<file path="config.mk">
export PLATFORM = sky130hd
export DESIGN_NAME = stage_sequencer
export DESIGN_NICKNAME = d
export VERILOG_FILES = /design/src/rtl/stage_sequencer.sv
export SDC_FILE = /design/constraint.sdc
export NUM_CORES = 1
export LEC_CHECK = 0
export ABC_AREA = 0
export CAP_MARGIN = 0
export CELL_PAD_IN_SITES_DETAIL_PLACEMENT = 1
export CELL_PAD_IN_SITES_GLOBAL_PLACEMENT = 2
export CORE_ASPECT_RATIO = 0.6
export CORE_MARGIN = 5
export CORE_UTILIZATION = 24
export CTS_CLUSTER_SIZE = 14
export DETAILED_ROUTE_END_ITERATION = 8
export GPL_TIMING_DRIVEN = 0
export PLACE_DENSITY_LB_ADDON = 0.25
export SLEW_MARGIN = 20
export SYNTH_ARGS = -nofsm -noshare
export SYNTH_HDL_FRONTEND = slang
export SYNTH_SLANG_ARGS = --single-unit
</file>
<file path="constraint.sdc">
create_clock -name sysclk -period 2.19 [get_ports sysclk]
set_input_delay 0.438 -clock sysclk [delete_from_list [all_inputs] [get_ports sysclk]]
set_output_delay 0.438 -clock sysclk [all_outputs]
set_load 0.03 [all_outputs]
</file>
<file path="src/rtl/stage_sequencer.sv">
// Five-stage instruction sequencer: one-hot stage enables, run/step control, bounded MWAIT, fault halt.
// Define STAGE_PERF_CNT_EN to build the instr_count / stall_count performance counters.
module stage_sequencer #(
    parameter int unsigned MEM_WAIT_MAX = 255
) (
    input  logic        sysclk,
    input  logic        cpu_reset,
    input  logic        run,
    input  logic        step,
    input  logic        mem_req,
    input  logic        mem_ack,
    output logic        f_en,
    output logic        d_en,
    output logic        e_en,
    output logic        m_en,
    output logic        w_en,
    output logic        busy,
    output logic        fault,
    output logic [31:0] instr_count,
    output logic [31:0] stall_count
);

    typedef enum logic [2:0] {
        S_IDLE,
        S_F,
        S_D,
        S_E,
        S_M,
        S_MWAIT,
        S_W,
        S_HALT
    } state_e;

    localparam logic [15:0] WAIT_LAST = 16'(MEM_WAIT_MAX - 1);

    state_e      state_q, state_d;
    logic [15:0] wait_q, wait_d;

    always_comb begin
        state_d = state_q;
        wait_d  = wait_q;
        case (state_q)
            S_IDLE:  if (run || step) state_d = S_F;
            S_F:     state_d = S_D;
            S_D:     state_d = S_E;
            S_E:     state_d = S_M;
            S_M: begin
                if (mem_req && !mem_ack) begin
                    state_d = S_MWAIT;
                    wait_d  = '0;
                end else begin
                    state_d = S_W;
                end
            end
            S_MWAIT: begin
                if (mem_ack) begin
                    state_d = S_W;
                end else if (wait_q == WAIT_LAST) begin
                    state_d = S_HALT;
                end else begin
                    wait_d = wait_q + 16'd1;
                end
            end
            S_W:     state_d = run ? S_F : S_IDLE;
            S_HALT:  state_d = S_HALT;
            default: state_d = S_IDLE;
        endcase
    end

    // Outputs are registered from the next state so they track state_q exactly.
    always_ff @(posedge sysclk or posedge cpu_reset) begin
        if (cpu_reset) begin
            state_q <= S_IDLE;
            wait_q  <= '0;
            f_en    <= 1'b0;
            d_en    <= 1'b0;
            e_en    <= 1'b0;
            m_en    <= 1'b0;
            w_en    <= 1'b0;
            busy    <= 1'b0;
            fault   <= 1'b0;
        end else begin
            state_q <= state_d;
            wait_q  <= wait_d;
            f_en    <= (state_d == S_F);
            d_en    <= (state_d == S_D);
            e_en    <= (state_d == S_E);
            m_en    <= (state_d == S_M);
            w_en    <= (state_d == S_W);
            busy    <= (state_d != S_IDLE) && (state_d != S_HALT);
            fault   <= (state_d == S_HALT);
        end
    end

`ifdef STAGE_PERF_CNT_EN
    logic [31:0] instr_q;
    logic [31:0] stall_q;

    always_ff @(posedge sysclk or posedge cpu_reset) begin
        if (cpu_reset) begin
            instr_q <= '0;
            stall_q <= '0;
        end else begin
            if (state_q == S_W)     instr_q <= instr_q + 32'd1;
            if (state_q == S_MWAIT) stall_q <= stall_q + 32'd1;
        end
    end

    assign instr_count = instr_q;
    assign stall_count = stall_q;
`else
    assign instr_count = '0;
    assign stall_count = '0;
`endif

endmodule

</file>
==> load_flow_metrics.sql, run 1 <==
INSERT INTO impl_metrics (metric_group, metric, value, unit) VALUES
('layout', 'final-instance-count-excl-fill', '388', ''),
('clocking', 'worst_setup_hold_path_clk_slew', '0.07', 'ns'),
('timing', 'slew_headroom', '0.4621', ''),
('placed_design', 'place_hpwl', '3.748', 'mm'),
('yosys', 'synth_async_sr_flop_share', '1.000', ''),
('layout', 'final_layout_size_suffix_gt1_frac', '0.3063', ''),
('timing', 'setup_ws', '0.1136', 'ns'),
('critical_path', 'path_buf_inv', '1', ''),
('layout', 'register_area', '650.6', 'µm²'),
('drt', 'wl_per_cell', '12.24', 'µm'),
('critical_path', 'reg2reg_depth', '7', ''),
('floorplan', 'fp.coreArea', '7357', 'µm²'),
('clocking', 'ctsRootBufferMaster', 'sky130_fd_sc_hd__clkbuf_16', ''),
('layout', 'largest_register', 'wait_q', ''),
('critical_path', 'critPathLaunchType', 'flop', ''),
('floorplan', 'die_w', '123.0', 'µm'),
('yosys', 'postSynthRegisterBits', '26', ''),
('placed_design', 'gpl.final_weighted_congestion', '0.7774', ''),
('layout', 'multi_input_area', '927.1', 'µm²'),
('global_route', 'grt_start_max_net_pins', '27', ''),
('layout', 'design.final.nets', '293', ''),
('critical_path', 'regToRegStartpoint', 'wait_q[0]$_DFFE_PP0P_', ''),
('global_route', 'grt_overflow_total', '0', ''),
('yosys', 'synth_top_flop_cell', 'sky130_fd_sc_hd__dfrtp_1', ''),
('power_and_ir_drop', 'power.leakage', '1.284', 'nW'),
('timing', 'finClkSkew', '0.003140', 'ns'),
('global_route', 'gr-usage-all-layers', '0.1015', ''),
('floorplan', 'effective_utilization_at_floorplan', '0.2500', ''),
('yosys', 'synth.lib_cells_used.distinct', '45', ''),
('critical_path', 'crit_chain', 'inv_1, ha_1, or4b_4, nor3_4, a21oi_2, a2111oi_4, a41oi_1', ''),
('critical_path', 'max_stage_delay_cell_worst_path', 'sky130_fd_sc_hd__or4b_4', ''),
('layout', 'diodes_inserted', '0', ''),
('flow_run', 'maxCapViolations', '0', ''),
('critical_path', 'path_max_fanout', '2', ''),
('timing', 'worst_pin_slew', '0.7985', 'ns'),
('timing', 'clock.fmax', '0.4816', 'GHz'),
('timing', 'timing.final.crit_period', '2.076', 'ns'),
('critical_path', 'setup.worst_path.end_class', 'flop', ''),
('drt', 'drt_pre_antenna_iters', '4', ''),
('worst_hold_path', 'hold_path_end', 'wait_q[7]$_DFFE_PP0P_', ''),
('yosys', 'synth_sequential_area_ratio', '0.3537', ''),
('clocking', 'clockBufferDepth', '2', ''),
('global_route', 'initial_antenna_violation_count', '0', ''),
('worst_hold_path', 'min-delay-path-class', 'reg -> reg', ''),
('drt', 'routed_wirelength', '4.749', 'mm'),
('yosys', 'post_synth_main_area_contributors', 'sky130_fd_sc_hd__dfrtp_1 (35%), sky130_fd_sc_hd__buf_4 (26%), sky130_fd_sc_hd__nand2_1 (3.7%)', ''),
('yosys', 'yosys_warnings', '0', ''),
('yosys', 'netlist.top_cell.by_area', 'sky130_fd_sc_hd__dfrtp_1', ''),
('layout', 'layout.filler_cells', '885', ''),
('run_status', 'outcome', 'finished, final reports clean', ''),
('timing', 'report.final.slew_viol_count', '0', ''),
('drt', 'vias_per_cell', '3.843', ''),
('yosys', 'post_synth.cell_area_avg', '9.105', 'µm²'),
('layout', 'largest_reg_flops', '16', ''),
('drt', 'drtIter0Drc', '33', ''),
('critical_path', 'end_of_the_worst_register_to_register_path', 'busy$_DFF_PP0_', ''),
('critical_path', 'setup.reg_to_reg.worst_slack', '0.11', 'ns'),
('critical_path', 'timing.critical_path.required', '2.29', 'ns'),
('yosys', 'synth_edf_count', '0', ''),
('placed_design', 'numPortBuffers', '12', ''),
('floorplan', 'floorplan.rows', '24', ''),
('floorplan', 'pin_count', '77', ''),
('worst_hold_path', 'holdCritStartpoint', 'wait_q[7]$_DFFE_PP0P_', ''),
('power_and_ir_drop', 'pwr_density_cell', '932.3', 'nW/µm²'),
('critical_path', 'kind_of_cell_adding_the_most_delay_to_the_critical_path', 'simple AND/OR/NAND/NOR gates', ''),
('drt', 'antenna_violating_nets_post_route', '0', ''),
('global_route', 'number_of_global_route_vias_before_repair', '1502', ''),
('clocking', 'tritoncts', 'built', ''),
('critical_path', 'timing_worst_setup_path_type', 'reg -> reg', ''),
('placed_design', 'preCtsSetupSlack', '-0.1310', 'ns'),
('layout', 'flow.area_growth_from_synthesis', '35.65', '%');
-- kinds of logic (layout without fill, tap and decap cells) --
group | count (synthesis) | after routing | synth area share
buffers and inverters | 75 | 94 | 0.2932
AOI/OAI and AO/OA | 31 | 31 | 0.1231
muxes | 1 | 1 | 0.005442
xor gates and xnor gates | 4 | 4 | 0.01905
DFF | 26 | 26 | 0.3537
other | 1 | 64 | 0.002039
and+or+nand+nor | 62 | 62 | 0.1898
adders and majority gates | 2 | 2 | 0.01360
-- how the worst max path moves through the flow --
stage / from / endpoint / cells after the start
2_1_floorplan: wait_q[0]$_DFFE_PP0P_ / wait_q[5]$_DFFE_PP0P_ / 8
3_3_place_gp: mem_ack / wait_q[11]$_DFFE_PP0P_ / 6
3_5_place_dp: mem_ack / wait_q[11]$_DFFE_PP0P_ / 6
4_1_cts: wait_q[0]$_DFFE_PP0P_ / wait_q[12]$_DFFE_PP0P_ / 7
5_1_grt: wait_q[0]$_DFFE_PP0P_ / wait_q[7]$_DFFE_PP0P_ / 8
6_report: wait_q[0]$_DFFE_PP0P_ / busy$_DFF_PP0_ / 7
-- cells in the mapped netlist, drive strengths merged, types with 2 or more instances --
library cell   n
a211oi         2
a21oi          2
o41ai          3
nand4          5
o21ai          8
or3            2
dfrtp         26
nand2b         4
inv            6
and3           2
nor3           3
nor2          13
nand3          3
nand2         18
or4            3
a31oi          2
or4b           2
o311ai         3
o211ai         3
buf           68
nor4           3
xor2           4
ha             2
and4           2
-- placed cells by master (no fill, tap or decap), types with 4 or more instances in the layout --
| cell | count |
|---|---|
| sky130_fd_sc_hd__clkdlybuf4s50_1 | 12 |
| sky130_fd_sc_hd__xor2_1 | 4 |
| sky130_fd_sc_hd__o21ai_0 | 7 |
| sky130_fd_sc_hd__dfrtp_1 | 26 |
| sky130_fd_sc_hd__nor2_1 | 13 |
| sky130_fd_sc_hd__nand2_1 | 18 |
| sky130_fd_sc_hd__inv_1 | 5 |
| sky130_fd_sc_hd__buf_4 | 67 |
| sky130_fd_sc_hd__conb_1 | 64 |
| sky130_fd_sc_hd__nand4_1 | 5 |
-- layout make-up --
type / instances / share of cell area
buffer: 69 / 0.2071
clock buffer: 3 / 0.03009
clock inverter: 1 / 0.01204
inverter: 6 / 0.009027
multi-input combinational: 164 / 0.3716
sequential: 26 / 0.2608
tap: 104 / 0.05216
timing repair buffer: 15 / 0.05717
-- metal layers --
| metal | wire [µm] | vias up | GRT usage | part of all wire |
|---|---|---|---|---|
| met3 | 292 | 4 | 0.02544 | 0.061 |
| met1 | 2331 | 704 | 0.1531 | 0.49 |
| met2 | 2080 | 43 | 0.1428 | 0.44 |
| li1 | - | 740 | - | - |
| met5 | 0 | - | 0 | 0 |
| met4 | 44 | 0 | 0.02541 | 0.0093 |
-- report_power, final --
part | total, mW | leakage (nW) | internal, mW | switching, mW
combinational | 1.07 | 0.887 | 0.387 | 0.678
sequential | 0.715 | 0.346 | 0.610 | 0.105
clock | 0.546 | 0.0511 | 0.364 | 0.182
total | 2.33 | 1.28 | 1.36 | 0.965
-- stage by stage --
stage	utilization	area [µm²]	total power [mW]	TNS, ns	hold WS, ns
global route	0.3391	2495	2.486	-0.01683	0.5527
finish	0.3391	2495	2.326	0	0.5204
floorplan	-	2076	1.424	0	0.4732
CTS	0.3304	2431	2.256	0	0.5180
detailed placement	0.3162	2326	1.702	-0.3621	0.5080
global placement	0.3162	2326	1.684	-0.3625	0.5075
-- what timing repair did --
item                       in CTS  in global routing
resized for setup               0                  7
hold buffers                    0                  0
setup endpoints to repair       0                 15
buffers inserted                0                  3
(Power assumes the default switching activity.)
==> run 2, diff against run 1 <==
Settings changed: REMOVE_ABC_BUFFERS set to 1.
==> load_flow_metrics.sql, run 2 (synthesis results as in run 1) <==
INSERT INTO impl_metrics (metric_group, metric, value, unit) VALUES
('critical_path', 'critical-path-max-stage-delay', '0.48', 'ns'),
('clocking', 'cts.htree.levels', '1', ''),
('global_route', 'grt_start_max_net_pins', '27', ''),
('run_status', 'outcome', 'finished, final reports clean', ''),
('global_route', 'number_of_global_route_vias_before_repair', '1209', ''),
('layout', 'final_common_cell', 'sky130_fd_sc_hd__conb_1', ''),
('layout', 'largest_register', 'wait_q', ''),
('layout', 'diodes_inserted', '0', ''),
('critical_path', 'crit_chain', 'inv_2, ha_4, or4b_4, nor4_4, buf_4, a21o_4, o311ai_0, o41ai_1', ''),
('floorplan', 'pin_count', '77', ''),
('floorplan', 'die_w', '123.0', 'µm'),
('global_route', 'initial_antenna_violation_count', '0', ''),
('timing', 'worst_pin_slew', '0.6577', 'ns'),
('layout', 'final_layout_size_suffix_gt1_frac', '0.1152', ''),
('timing', 'timing.final.crit_period', '2.080', 'ns'),
('placed_design', 'numPortBuffers', '12', ''),
('layout', 'flow.area_growth_from_synthesis', '8.367', '%'),
('layout', 'finalInstanceArea', '1993', 'µm²'),
('power_and_ir_drop', 'pwr_density_cell', '1111', 'nW/µm²'),
('timing', 'report.final.slew_viol_count', '0', ''),
('layout', 'layout.filler_cells', '880', ''),
('timing', 'finalHoldWorstSlack', '0.5419', 'ns'),
('power_and_ir_drop', 'power.internal', '1.265', 'mW'),
('layout', 'largest_reg_flops', '16', ''),
('critical_path', 'timing_worst_setup_path_type', 'reg -> reg', ''),
('critical_path', 'setup.worst_path.end_class', 'flop', ''),
('drt', 'drtIter0Drc', '60', ''),
('layout', 'design.final.nets', '226', ''),
('flow_run', 'maxCapViolations', '0', ''),
('critical_path', 'timing.critical_path.required', '2.35', 'ns'),
('timing', 'final_hold_viol_count', '0', ''),
('critical_path', 'cp_data_arrival_time', '2.25', 'ns'),
('placed_design', 'preCtsSetupSlack', '-0.2345', 'ns'),
('clocking', 'worst_setup_hold_path_clk_slew', '0.07', 'ns'),
('layout', 'register_area', '653.1', 'µm²'),
('drt', 'routed_wirelength', '4.600', 'mm'),
('critical_path', 'max_stage_delay_cell_worst_path', 'sky130_fd_sc_hd__or4b_4', ''),
('critical_path', 'critPathLaunchType', 'flop', ''),
('layout', 'multi_input_area', '924.6', 'µm²'),
('drt', 'wl_per_cell', '14.33', 'µm'),
('timing', 'post-route-period-util', '0.9499', ''),
('worst_hold_path', 'min-delay-path-class', 'reg -> reg', ''),
('timing', 'clock.fmax', '0.4807', 'GHz'),
('drt', 'dr_total_vias', '1265', ''),
('global_route', 'grt_overflow_total', '0', ''),
('placed_design', 'dpl-instance-area', '1809', 'µm²'),
('drt', 'drc', '0', ''),
('clocking', 'clockBufferDepth', '2', ''),
('power_and_ir_drop', 'power.leakage', '0.9258', 'nW'),
('timing', 'setup_ws', '0.1097', 'ns'),
('drt', 'drt_pre_antenna_iters', '4', ''),
('power_and_ir_drop', 'pwr-share-clk', '0.253', ''),
('critical_path', 'path_max_fanout', '10', ''),
('clocking', 'cts_buffers', '3', ''),
('power_and_ir_drop', 'max-vdd-ir-drop', '0.2714', 'mV'),
('floorplan', 'die_h', '77.81', 'µm'),
('clocking', 'ctsRootBufferMaster', 'sky130_fd_sc_hd__clkbuf_16', ''),
('timing', 'finClkSkew', '0.002689', 'ns'),
('critical_path', 'reg2reg_depth', '8', ''),
('floorplan', 'die_area', '9572', 'µm²'),
('worst_hold_path', 'timing.hold.worst_path_depth', '1', ''),
('timing', 'setup_violations', '0', ''),
('global_route', 'grt_pass1_wl', '7.107', 'mm'),
('timing', 'rsz_0062_raised_after_global_routing', 'true', ''),
('floorplan', 'fp.coreArea', '7357', 'µm²'),
('power_and_ir_drop', 'p_switching', '949.5', 'µW'),
('placed_design', 'place_hpwl', '3.568', 'mm'),
('clocking', 'tritoncts', 'built', ''),
('placed_design', 'gpl.final_weighted_congestion', '0.7212', ''),
('layout', 'commonest_non_fill_non_tap_cells_in_the_layout', 'sky130_fd_sc_hd__conb_1 (64), sky130_fd_sc_hd__dfrtp_1 (24), sky130_fd_sc_hd__nand2_1 (18)', ''),
('drt', 'vias_per_cell', '3.941', ''),
('global_route', 'gr-usage-all-layers', '0.09577', ''),
('power_and_ir_drop', 'pwr-share-seq', '0.352', ''),
('layout', 'biggest_registers_after_layout', 'wait_q (16), state_q (3)', ''),
('clocking', 'clock_insertion_delay_worst_skew', '0.27', 'ns'),
('floorplan', 'effective_utilization_at_floorplan', '0.2500', ''),
('drt', 'antenna_violating_nets_post_route', '0', ''),
('power_and_ir_drop', 'switching_share', '0.4287', ''),
('timing', 'slew_headroom', '0.5589', ''),
('power_and_ir_drop', 'share_comb_of_total_power', '0.395', ''),
('clocking', 'cts_num_sinks', '26', ''),
('floorplan', 'floorplan.rows', '24', '');
-- run 2: power by group through the flow --
stage	Combinational [mW]	Clock, mW	Sequential [mW]
finish	0.875	0.561	0.779
global route	0.965	0.605	0.803
CTS	0.822	0.575	0.776
detailed placement	0.820	0	0.785
global placement	0.815	0	0.781
floorplan	0.479	0	0.832
-- run 2: routing by layer --
metal  track usage  part of all wire  vias to the layer above  routed length (µm)
li1              -                 -                      604                   -
met1        0.1564              0.56                      631                2571
met2        0.1172              0.38                       27                1753
met3       0.03706             0.056                        3                 257
met4      0.009945            0.0037                        0                  17
met5             0                 0                        -                   0
-- run 2: what timing repair did --
| action | CTS | global route |
|---|---|---|
| setup endpoints to repair | 7 | 11 |
| pin swaps | 1 | 4 |
| hold buffers | 0 | 0 |
| resized for setup | 1 | 9 |
| gates cloned | 0 | 0 |
| buffers inserted | 1 | 4 |
-- run 2: cell type report --
class | count | area share
Multi-Input combinational cell | 164 | 0.4639
Timing Repair Buffer | 17 | 0.07910
Sequential cell | 26 | 0.3277
Tap cell | 104 | 0.06529
Clock buffer | 3 | 0.03766
Inverter | 6 | 0.01130
Clock inverter | 1 | 0.01507
-- run 2: path summary, 6_finish.rpt --
kind	start	endpoint	slack (ns)
setup / recovery	wait_q[0]$_DFFE_PP0P_	wait_q[5]$_DFFE_PP0P_	0.11
hold / removal	wait_q[7]$_DFFE_PP0P_	wait_q[7]$_DFFE_PP0P_	0.54
setup reg to reg	wait_q[0]$_DFFE_PP0P_	wait_q[5]$_DFFE_PP0P_	0.11
hold reg to reg	wait_q[7]$_DFFE_PP0P_	wait_q[7]$_DFFE_PP0P_	0.54
max in group asynchronous	cpu_reset	state_q[0]$_DFF_PP0_	1.23
min in group asynchronous	cpu_reset	wait_q[11]$_DFFE_PP0P_	0.55
-- run 2: through the flow --
step           utilization  power (mW)  setup TNS (ns)  std cells
2_1_floorplan            -       1.311               0        196
3_3_place_gp        0.2459       1.596          -1.243        312
3_5_place_dp        0.2459       1.605          -1.284        312
4_1_cts             0.2614       2.173               0        317
5_1_grt             0.2709       2.373       -0.007797        321
6_report            0.2709       2.215               0        321
-- run 2: critical path, delay by kind of cell (launching register included) --
family          cells  cell delay (ns)
flops               1             0.41
fa+ha+maj           1             0.14
buf+inv             2             0.26
compound gates      3             0.41
simple gates        2             0.75
==> run 3, diff against run 2 <==
Settings changed: ABC_AREA 0 to 1, CTS_CLUSTER_DIAMETER set to 100.
==> load_flow_metrics.sql, run 3 <==
INSERT INTO impl_metrics (metric_group, metric, value, unit) VALUES
('run_status', 'outcome', 'finished, final reports clean', ''),
('yosys', 'synth.lib_cells_used.distinct', '27', ''),
('clocking', 'clockBufferDepth', '2', ''),
('critical_path', 'timing_worst_setup_path_type', 'reg -> reg', ''),
('power_and_ir_drop', 'p_switching', '1.002', 'mW'),
('critical_path', 'critPathLaunchType', 'flop', ''),
('timing', 'slew_headroom', '0.5956', ''),
('critical_path', 'reg2reg_depth', '9', ''),
('layout', 'commonest_non_fill_non_tap_cells_in_the_layout', 'sky130_fd_sc_hd__nand2_1 (69), sky130_fd_sc_hd__conb_1 (64), sky130_fd_sc_hd__nor2_1 (28)', ''),
('timing', 'worst_pin_slew', '0.6057', 'ns'),
('layout', 'biggest_registers_after_layout', 'wait_q (16), state_q (3)', ''),
('placed_design', 'numPortBuffers', '12', ''),
('drt', 'dr_total_vias', '1591', ''),
('floorplan', 'pin_count', '77', ''),
('clocking', 'post-cts-setup-buffers', '0', ''),
('timing', 'timing.final.crit_period', '1.866', 'ns'),
('yosys', 'synthesis.area', '2116', 'µm²'),
('yosys', 'synth_async_sr_flop_share', '1.000', ''),
('timing', 'finClkSkew', '0.009785', 'ns'),
('power_and_ir_drop', 'pwr-share-clk', '0.255', ''),
('critical_path', 'setup.worst_path.end_class', 'flop', ''),
('clocking', 'ctsRootBufferMaster', 'sky130_fd_sc_hd__clkbuf_16', ''),
('clocking', 'hold_buffers', '0', ''),
('flow_run', 'maxCapViolations', '0', ''),
('layout', 'largest_register', 'wait_q', ''),
('yosys', 'synthesis.instances', '288', ''),
('timing', 'setup_violations', '0', ''),
('critical_path', 'regToRegStartpoint', 'wait_q[0]$_DFFE_PP0P_', ''),
('power_and_ir_drop', 'switching_share', '0.4553', ''),
('clocking', 'tritoncts', 'built', ''),
('power_and_ir_drop', 'power.internal', '1.199', 'mW'),
('timing', 'report.final.slew_viol_count', '0', ''),
('power_and_ir_drop', 'max-vdd-ir-drop', '0.4129', 'mV'),
('layout', 'design.final.nets', '308', ''),
('timing', 'post-route-period-util', '0.8521', ''),
('critical_path', 'end_of_the_worst_register_to_register_path', 'wait_q[5]$_DFFE_PP0P_', ''),
('global_route', 'grt_start_max_net_pins', '27', ''),
('timing', 'setup_ws', '0.3239', 'ns'),
('timing', 'final_hold_viol_count', '0', ''),
('layout', 'flow.area_growth_from_synthesis', '3.607', '%'),
('drt', 'drc', '0', ''),
('global_route', 'grt_pass1_wl', '8.273', 'mm'),
('power_and_ir_drop', 'share_comb_of_total_power', '0.429', ''),
('timing', 'rsz_0062_raised_after_global_routing', 'false', ''),
('layout', 'final_layout_size_suffix_gt1_frac', '0.09365', ''),
('clocking', 'cts.htree.levels', '1', ''),
('layout', 'largest_reg_flops', '16', ''),
('placed_design', 'gpl.final_weighted_congestion', '0.7823', ''),
('clocking', 'clock_insertion_delay_worst_skew', '0.28', 'ns'),
('floorplan', 'die_h', '82.73', 'µm'),
('timing', 'finalHoldWorstSlack', '0.5568', 'ns'),
('yosys', 'yosys_warnings', '0', ''),
('layout', 'post-route-util', '0.2562', ''),
('global_route', 'initial_antenna_violation_count', '0', ''),
('floorplan', 'floorplan.rows', '26', ''),
('drt', 'vias_per_cell', '3.871', ''),
('layout', 'layout.filler_cells', '1060', ''),
('yosys', 'synth_sequential_area_ratio', '0.3075', ''),
('drt', 'routed-wl-met2', '2.032', 'mm'),
('timing', 'clock.fmax', '0.5359', 'GHz'),
('drt', 'drtIter0Drc', '65', ''),
('yosys', 'synth_most_common_cell', 'sky130_fd_sc_hd__nand2_1', ''),
('critical_path', 'cp_data_arrival_time', '2.03', 'ns'),
('power_and_ir_drop', 'pwr_density_cell', '1004', 'nW/µm²'),
('clocking', 'worst_setup_hold_path_clk_slew', '0.08', 'ns'),
('yosys', 'most_instantiated_cells_after_synthesis', 'sky130_fd_sc_hd__nand2_1 (69), sky130_fd_sc_hd__buf_4 (64), sky130_fd_sc_hd__nor2_1 (28)', ''),
('power_and_ir_drop', 'pwr-share-seq', '0.316', ''),
('yosys', 'postSynthRegisterBits', '26', ''),
('yosys', 'netlist.top_cell.by_area', 'sky130_fd_sc_hd__dfrtp_1', ''),
('drt', 'routed_wirelength', '5.457', 'mm'),
('yosys', 'post_synth.cell_area_avg', '7.346', 'µm²'),
('floorplan', 'die_w', '131.2', 'µm'),
('global_route', 'number_of_global_route_vias_before_repair', '1473', ''),
('clocking', 'cts_num_sinks', '26', ''),
('yosys', 'synth_edf_count', '0', ''),
('floorplan', 'die_area', '10860', 'µm²'),
('drt', 'top_layer_used', 'met4', ''),
('yosys', 'synth.top_cell.area_share', '0.3075', ''),
('clocking', 'cts_buffers', '3', ''),
('floorplan', 'fp.coreArea', '8556', 'µm²'),
('critical_path', 'path_max_fanout', '21', ''),
('floorplan', 'effective_utilization_at_floorplan', '0.2473', ''),
('placed_design', 'place_hpwl', '4.383', 'mm'),
('drt', 'wl_met3', '350', 'µm'),
('drt', 'drt_pre_antenna_iters', '4', ''),
('clocking', 'post_cts_resized', '0', ''),
('critical_path', 'setup.reg_to_reg.worst_slack', '0.32', 'ns'),
('critical_path', 'timing.critical_path.required', '2.36', 'ns'),
('yosys', 'post_synth_main_area_contributors', 'sky130_fd_sc_hd__dfrtp_1 (31%), sky130_fd_sc_hd__buf_4 (23%), sky130_fd_sc_hd__nand2_1 (12%)', ''),
('drt', 'wl_per_cell', '13.28', 'µm'),
('power_and_ir_drop', 'report.power.total', '2.202', 'mW'),
('timing', 'sum_neg_setup_slack', '0', 'ns'),
('global_route', 'gr-usage-all-layers', '0.09956', ''),
('placed_design', 'preCtsSetupSlack', '0.2256', 'ns'),
('drt', 'detail_route.wirelength.met1', '3.041', 'mm'),
('layout', 'final_common_cell', 'sky130_fd_sc_hd__nand2_1', ''),
('global_route', 'grt_overflow_total', '0', ''),
('power_and_ir_drop', 'power.leakage', '1.050', 'nW'),
('drt', 'antenna_violating_nets_post_route', '0', ''),
('yosys', 'synth_top_flop_cell', 'sky130_fd_sc_hd__dfrtp_1', ''),
('layout', 'diodes_inserted', '0', ''),
('worst_hold_path', 'min-delay-path-class', 'in -> async', '');
[run 3: final cells by class]
type | count | area (µm²) | share of cell area
clock buffer | 3 | 75.07 | 0.03425
clock inverter | 1 | 30.03 | 0.01370
inverter | 28 | 108.9 | 0.04966
multi-input combinational | 229 | 1067 | 0.4869
sequential | 26 | 650.6 | 0.2968
tap | 112 | 140.1 | 0.06393
timing repair buffer | 12 | 120.1 | 0.05479
[run 3: power groups by stage]
stage          logic (mW)  clock network [mW]  registers (mW)
3_5_place_dp        0.949                   0           0.709
4_1_cts             0.950               0.582           0.699
3_3_place_gp        0.936                   0           0.705
2_1_floorplan       0.562                   0           0.777
5_1_grt              1.03               0.601           0.713
6_report            0.944               0.561           0.697
[run 3: worst max-delay path by stage]
stage / from / endpoint / slack (ns) / cells past startpoint
after CTS: wait_q[0]$_DFFE_PP0P_ / wait_q[5]$_DFFE_PP0P_ / 0.28 / 9
after global placement: mem_req / wait_q[5]$_DFFE_PP0P_ / 0.24 / 9
after floorplan: wait_q[0]$_DFFE_PP0P_ / wait_q[5]$_DFFE_PP0P_ / 0.68 / 9
final: wait_q[0]$_DFFE_PP0P_ / wait_q[5]$_DFFE_PP0P_ / 0.32 / 9
after detailed placement: mem_req / wait_q[5]$_DFFE_PP0P_ / 0.23 / 9
after global routing: wait_q[0]$_DFFE_PP0P_ / wait_q[8]$_DFFE_PP0P_ / 0.12 / 9
[run 3: kinds of logic (layout without fill, tap and decap cells)]
| family | count (synthesis) | count (layout) | synth area share |
|---|---|---|---|
| other | 1 | 64 | 0.001772 |
| AOI/OAI and AO/OA | 17 | 17 | 0.05145 |
| xor gates and xnor gates | 7 | 7 | 0.02898 |
| DFF | 26 | 26 | 0.3075 |
| adders and majority gates | 2 | 2 | 0.01183 |
| and+or+nand+nor | 139 | 139 | 0.2986 |
| buffers and inverters | 96 | 44 | 0.2998 |
[run 3: worst max-delay path: stages (launching register included)]
cell	delay (ns)
sky130_fd_sc_hd__dfrtp_1	0.43
sky130_fd_sc_hd__inv_1	0.19
sky130_fd_sc_hd__ha_1	0.20
sky130_fd_sc_hd__nand3_1	0.09
sky130_fd_sc_hd__nor2_2	0.14
sky130_fd_sc_hd__nand3_2	0.11
sky130_fd_sc_hd__nand2_4	0.24
sky130_fd_sc_hd__inv_2	0.19
sky130_fd_sc_hd__nand2_1	0.12
sky130_fd_sc_hd__o21ai_2	0.05
[run 3: metal layers]
metal  up-vias  track usage
met4         0      0.01556
met3         4      0.03390
met1       751       0.1566
li1        794            -
met5         -            0
met2        42       0.1270
[run 3: metrics by stage]
stage | instance area (µm²) | cells
2_1_floorplan | 1827 | 283
3_5_place_dp | 2087 | 407
5_1_grt | 2192 | 411
3_3_place_gp | 2087 | 407
4_1_cts | 2192 | 411
6_report | 2192 | 411
